$ cat config.mk
export PLATFORM = sky130hd
export DESIGN_NAME = bcd_score_converter
export DESIGN_NICKNAME = d
export VERILOG_FILES = /design/src/rtl/bcd_pkg.sv /design/src/rtl/bcd_dabble_adjust.sv /design/src/rtl/bcd_score_converter.sv
export SDC_FILE = /design/constraint.sdc
export NUM_CORES = 1
export LEC_CHECK = 0
export ABC_AREA = 1
export ABC_CLOCK_PERIOD_IN_PS = 3120
export BUFFER_PORTS_ARGS = -buffer_cell sky130_fd_sc_hd__buf_2
export CORE_ASPECT_RATIO = 2
export CORE_MARGIN = 10
export CORE_UTILIZATION = 45
export CTS_BUF_LIST = sky130_fd_sc_hd__clkbuf_16
export DETAILED_ROUTE_END_ITERATION = 8
export PLACE_DENSITY_LB_ADDON = 0.12
export SLEW_MARGIN = 25
export SYNTH_ARGS = -nofsm -noshare
export SYNTH_HDL_FRONTEND = slang
export SYNTH_HIERARCHICAL = 1
export SYNTH_SLANG_ARGS = --single-unit
$ cat constraint.sdc
create_clock -name clk_in -period 3.12 [get_ports clk_in]
set_input_delay 0.156 -clock clk_in [delete_from_list [all_inputs] [get_ports clk_in]]
set_output_delay 0.156 -clock clk_in [all_outputs]
set_load 0.01 [all_outputs]
$ cat src/rtl/bcd_pkg.sv
// Shared types and constants for the BCD score/level/lines converters.
// Latency: n/a (package only).
// Backpressure: n/a (package only).
package bcd_pkg;

    // Nibble value the numeric display renders as an empty cell.
    localparam logic [3:0] BCD_BLANK = 4'hA;

    typedef enum logic [1:0] {
        IDLE   = 2'd0,
        SHIFT  = 2'd1,
        FINISH = 2'd2
    } conv_state_t;

    // Largest value representable in 'digits' decimal digits (10^digits - 1).
    function automatic logic [63:0] max_decimal(input int digits);
        logic [63:0] v;
        v = 64'd1;
        for (int i = 0; i < digits; i++) begin
            v = v * 64'd10;
        end
        return v - 64'd1;
    endfunction

endpackage

$ cat src/rtl/bcd_dabble_adjust.sv
// Double-dabble correction: adds 3 to every BCD nibble that is 5 or more.
// Latency: combinational, zero cycles.
// Backpressure: none; pure function of its input.
module bcd_dabble_adjust #(
    parameter int NIBBLES = 9
) (
    input  logic [4*NIBBLES-1:0] acc_dat,
    output logic [4*NIBBLES-1:0] adj_dat
);

    // Per-nibble add-3 so the following left shift carries correctly into the next digit.
    always_comb begin
        adj_dat = acc_dat;
        for (int i = 0; i < NIBBLES; i++) begin
            if (acc_dat[4*i +: 4] >= 4'd5) begin
                adj_dat[4*i +: 4] = acc_dat[4*i +: 4] + 4'd3;
            end
        end
    end

endmodule

$ cat src/rtl/bcd_score_converter.sv
// Iterative binary-to-BCD converter for the score/level/lines display; saturates at all nines.
// Latency: done_out pulses BIN_WIDTH+2 edges after start_in is sampled (inclusive of the accept edge).
// Backpressure: start_in is ignored while busy_out is high; no queueing. Optional BCD_LEADING_BLANK_EN blanks leading zeros.
module bcd_score_converter
    import bcd_pkg::*;
#(
    parameter int BIN_WIDTH = 27,
    parameter int DIGITS    = 8
) (
    input  logic                  clk_in,
    input  logic                  rst_n_in,
    input  logic                  start_in,
    input  logic [BIN_WIDTH-1:0]  bin_in,
    output logic                  busy_out,
    output logic                  done_out,
    output logic                  sat_out,
    output logic [4*DIGITS-1:0]   bcd_out
);

    // One spare nibble on top of the displayed digits so values above the
    // display range still convert without wrapping before saturation.
    localparam int ACC_W = 4*DIGITS + 4;
    localparam int CNT_W = $clog2(BIN_WIDTH + 1);

    localparam logic [63:0]         MAX_DEC   = max_decimal(DIGITS);
    localparam logic [4*DIGITS-1:0] ALL_NINES = {DIGITS{4'h9}};

`ifdef BCD_LEADING_BLANK_EN
    localparam logic [4*DIGITS-1:0] RESET_BCD = {{(DIGITS-1){BCD_BLANK}}, 4'h0};
`else
    localparam logic [4*DIGITS-1:0] RESET_BCD = '0;
`endif

    conv_state_t           state_q;
    logic [BIN_WIDTH-1:0]  shift_q;
    logic [ACC_W-1:0]      acc_q;
    logic [CNT_W-1:0]      cnt_q;
    logic [ACC_W-1:0]      adj;
    logic [4*DIGITS-1:0]   acc_fmt;
    logic                  over_max;
    logic                  unused_carry;

    bcd_dabble_adjust #(
        .NIBBLES (DIGITS + 1)
    ) u_adjust (
        .acc_dat (acc_q),
        .adj_dat (adj)
    );

    // The top adjusted bit is shifted out and can never be set for in-range widths.
    assign unused_carry = adj[ACC_W-1];

    // shift_q rotates rather than shifts, so after BIN_WIDTH steps it again
    // holds the captured value and doubles as the latched binary for this compare.
    assign over_max = ({{(64-BIN_WIDTH){1'b0}}, shift_q} > MAX_DEC);

    // Output formatting of the finished accumulator (leading-zero blanking when enabled).
    always_comb begin
`ifdef BCD_LEADING_BLANK_EN
        logic lead;
        lead    = 1'b1;
        acc_fmt = acc_q[4*DIGITS-1:0];
        for (int i = DIGITS - 1; i >= 1; i--) begin
            if (lead && (acc_q[4*i +: 4] == 4'h0)) begin
                acc_fmt[4*i +: 4] = BCD_BLANK;
            end else begin
                lead = 1'b0;
            end
        end
`else
        acc_fmt = acc_q[4*DIGITS-1:0];
`endif
    end

    // Control FSM: accept, count BIN_WIDTH shift steps, finish with a one-cycle done pulse.
    always_ff @(posedge clk_in or negedge rst_n_in) begin
        if (!rst_n_in) begin
            state_q  <= IDLE;
            cnt_q    <= '0;
            busy_out <= 1'b0;
            done_out <= 1'b0;
        end else begin
            done_out <= 1'b0;
            case (state_q)
                IDLE: begin
                    if (start_in) begin
                        cnt_q    <= '0;
                        busy_out <= 1'b1;
                        state_q  <= SHIFT;
                    end
                end
                SHIFT: begin
                    cnt_q <= cnt_q + CNT_W'(1);
                    if (cnt_q == CNT_W'(BIN_WIDTH - 1)) begin
                        state_q <= FINISH;
                    end
                end
                FINISH: begin
                    done_out <= 1'b1;
                    busy_out <= 1'b0;
                    state_q  <= IDLE;
                end
                default: state_q <= IDLE;
            endcase
        end
    end

    // Datapath: capture the input on accept, then adjust-and-shift one bit per edge, MSB first.
    always_ff @(posedge clk_in or negedge rst_n_in) begin
        if (!rst_n_in) begin
            shift_q <= '0;
            acc_q   <= '0;
        end else if (state_q == IDLE && start_in) begin
            shift_q <= bin_in;
            acc_q   <= '0;
        end else if (state_q == SHIFT) begin
            acc_q   <= {adj[ACC_W-2:0], shift_q[BIN_WIDTH-1]};
            shift_q <= {shift_q[BIN_WIDTH-2:0], shift_q[BIN_WIDTH-1]};
        end
    end

    // Display-facing registers update only at the finish edge, so the reader never sees partial results.
    always_ff @(posedge clk_in or negedge rst_n_in) begin
        if (!rst_n_in) begin
            bcd_out <= RESET_BCD;
            sat_out <= 1'b0;
        end else if (state_q == FINISH) begin
            if (over_max) begin
                bcd_out <= ALL_NINES;
                sat_out <= 1'b1;
            end else begin
                bcd_out <= acc_fmt;
                sat_out <= 1'b0;
            end
        end
    end

endmodule

==> impl_metrics.py <==
metrics = {
    "worst_setup_path": {
        "r2r_setup_slack_ns": 1.33,
        "worst_r2r_path_depth": 6,
        "required_ns": 3.38,
        "worst-setup-path-type": "register to register",
        "critical_path.max_fanout": 21,
        "worstReg2RegEnd": "shift_q[0]",
        "end_kind": "register",
        "r2r-start": "state_q[1]",
        "setup.worst_path.start_class": "register",
        "arrival_ns": 2.05,
    },
    "power": {
        "intPower_uw": 3140,
        "seq_power_share": 0.408,
        "p_sw_uw": 2200,
        "p_comb_frac": 0.408,
        "p_per_area_nw_per_um2": 876,
        "switching_share": 0.413,
        "fin_total_pwr_uw": 5340,
        "power.leakage_uw": 0.00330,
        "clkPwrFrac": 0.184,
        "vdd_drop_max_mv": 0.386,
    },
    "timing": {
        "hold_viol": 0,
        "worst_slew_pin_slew_ns": 0.529,
        "max_freq_mhz": 558,
        "setup_viol": 0,
        "drv_slew": 0,
        "setup_ws_ns": 1.33,
        "finalSetupTns_ns": 0,
        "fin_crit_sh": 0.575,
        "relSlewSlack": 0.647,
        "skew_ns": 0.00751,
        "rsz0062_at_grt": "false",
        "post-route-min-period_ns": 1.79,
    },
    "global_route": {
        "grt_first_pass_wirelength_um": 21000,
        "grt-ovfl-total": 0,
        "track_usage": 0.147,
        "antenna_found_initial": 0,
        "grt_pass1_vias": 4726,
        "grt_max_degree": 42,
    },
    "worst_hold_path": {
        "worstHoldPathType": "input port to register",
        "hold_path_startpoint": "bin_in[11]",
        "min_to": "shift_q[11]",
        "whs_path_depth": 3,
    },
    "detailed_routing": {
        "drcViolationCount": 0,
        "wl_per_cell_um": 13.5,
        "drtIter0Drc": 153,
        "wirelength_um": 12100,
        "ant_nets": 0,
        "num_vias": 4460,
        "via_per_inst": 4.97,
        "drt-pass1-iter-count": 4,
    },
    "floorplan": {
        "die_area_um2": 16900,
        "die_h_um": 174,
        "initial_utilization": 0.458,
        "coreArea_um2": 11700,
        "rows": 56,
        "die_w_um": 97.2,
        "ios": 65,
    },
    "clock_tree": {
        "cts_tree": "done",
        "cts_sinks": 101,
        "htreeDepth": 3,
        "clk_path_buf_depth": 2,
        "cts-root-buf": "clkbuf_16",
        "cts.clk_slew.worst_paths_ns": 0.06,
        "clk_latency_ns": 0.34,
        "postCtsSetupRepairBufs": 0,
        "cts_buffers": 9,
    },
    "logic_synthesis": {
        "postSynthAreaPerCell_um2": 7.82,
        "synth_warnings": 6,
        "synthesis.nets": 734,
        "synthCells": 686,
        "syn-cell-area_um2": 5360,
    },
    "job": {
        "cap_violations": 0,
    },
    "placement": {
        "gp_congestion": 0.795,
        "portBuffers": 64,
        "post-place-ws_ns": 1.30,
        "dpl.hpwl_um": 9000,
    },
    "final_layout": {
        "fin_util": 0.521,
        "drive_gt1_frac": 0.165,
        "area_delta_synth_final_pct": 13.7,
        "diodes": 0,
        "nets": 796,
        "n_fill_cell": 1149,
    },
    "status": {
        "status": "completed",
    },
}
## registers in the layout (all words and copies together) (netlist names)
register and count:
done_out 1, sat_out 1, acc_q 32, state_q 2, shift_q 27, cnt_q 5, busy_out 1, bcd_out 32
## metrics by stage
stage	hold slack [ns]	std cells	cell area, um^2
2_1_floorplan	-0.140	686	5360
3_3_place_gp	0.365	879	5790
3_5_place_dp	0.0178	881	5830
4_1_cts	0.0177	897	6090
5_1_grt	0.0304	897	6090
6_report	0.0239	897	6090
## power groups by stage
stage / registers (uW) / clock network [uW] / logic, uW
3_3_place_gp: 2190 / 0 / 2110
5_1_grt: 2250 / 1070 / 2580
2_1_floorplan: 2120 / 0 / 1700
4_1_cts: 2180 / 1010 / 2220
6_report: 2180 / 983 / 2180
3_5_place_dp: 2200 / 0 / 2200
## worst max-delay path: stages (launching register included)
cell,delay (ns)
dfrtp_1,0.36
inv_1,0.14
nand2_1,0.23
inv_1,0.44
buf_4,0.34
nand2_1,0.10
o211ai_1,0.10
## layout by cell type (no fill, tap or decap), drive strengths merged
cell and instances:
dfrtp 101, o211ai 1, nand3 22, nand2 241, clkinv 1, dlygate4sd3 1
inv 129, buf 73, xor2 1, nor3 2, or2 7, o221ai 26
o21ai 78, o22ai 1, clkbuf 9, ha 18, nor2 30, a22o 1
mux2i 2, nand4 4, a21oi 2, a21boi 1, clkinvlp 1
## worst max path at each step
stage / startpoint / end / depth (start not counted) / slack, ns
final: state_q[1] / shift_q[0] / 6 / 1.33
after detailed placement: state_q[1] / shift_q[0] / 6 / 1.30
after floorplan: shift_q[10] / bcd_out[11] / 7 / 1.80
after global placement: state_q[0] / acc_q[31] / 6 / 1.34
after CTS: state_q[1] / shift_q[0] / 6 / 1.29
after global routing: state_q[1] / shift_q[0] / 6 / 1.08
## what timing repair did
action | CTS | global route
hold buffers | 1 | 0
endpoints found under the hold margin | 63 | 0
gates resized for setup | 0 | 0
## layout make-up
cell class | instances | area [um^2] | area share
timing repair buffer | 74 | 425 | 0.0698
inverter | 125 | 469 | 0.0770
sequential | 101 | 2530 | 0.415
clock inverter | 6 | 26.3 | 0.00431
clock buffer | 9 | 225 | 0.0370
tap | 145 | 181 | 0.0298
multi-input combinational | 437 | 2240 | 0.367
## metal layers
metal	global-route usage	wire length [um]	share of wire
met1	0.146	4760	0.39
met2	0.284	6650	0.55
met3	0.0302	479	0.040
met4	0.0618	210	0.017
met5	0	0	0
Note: power is estimated with default switching activity, not from simulation.
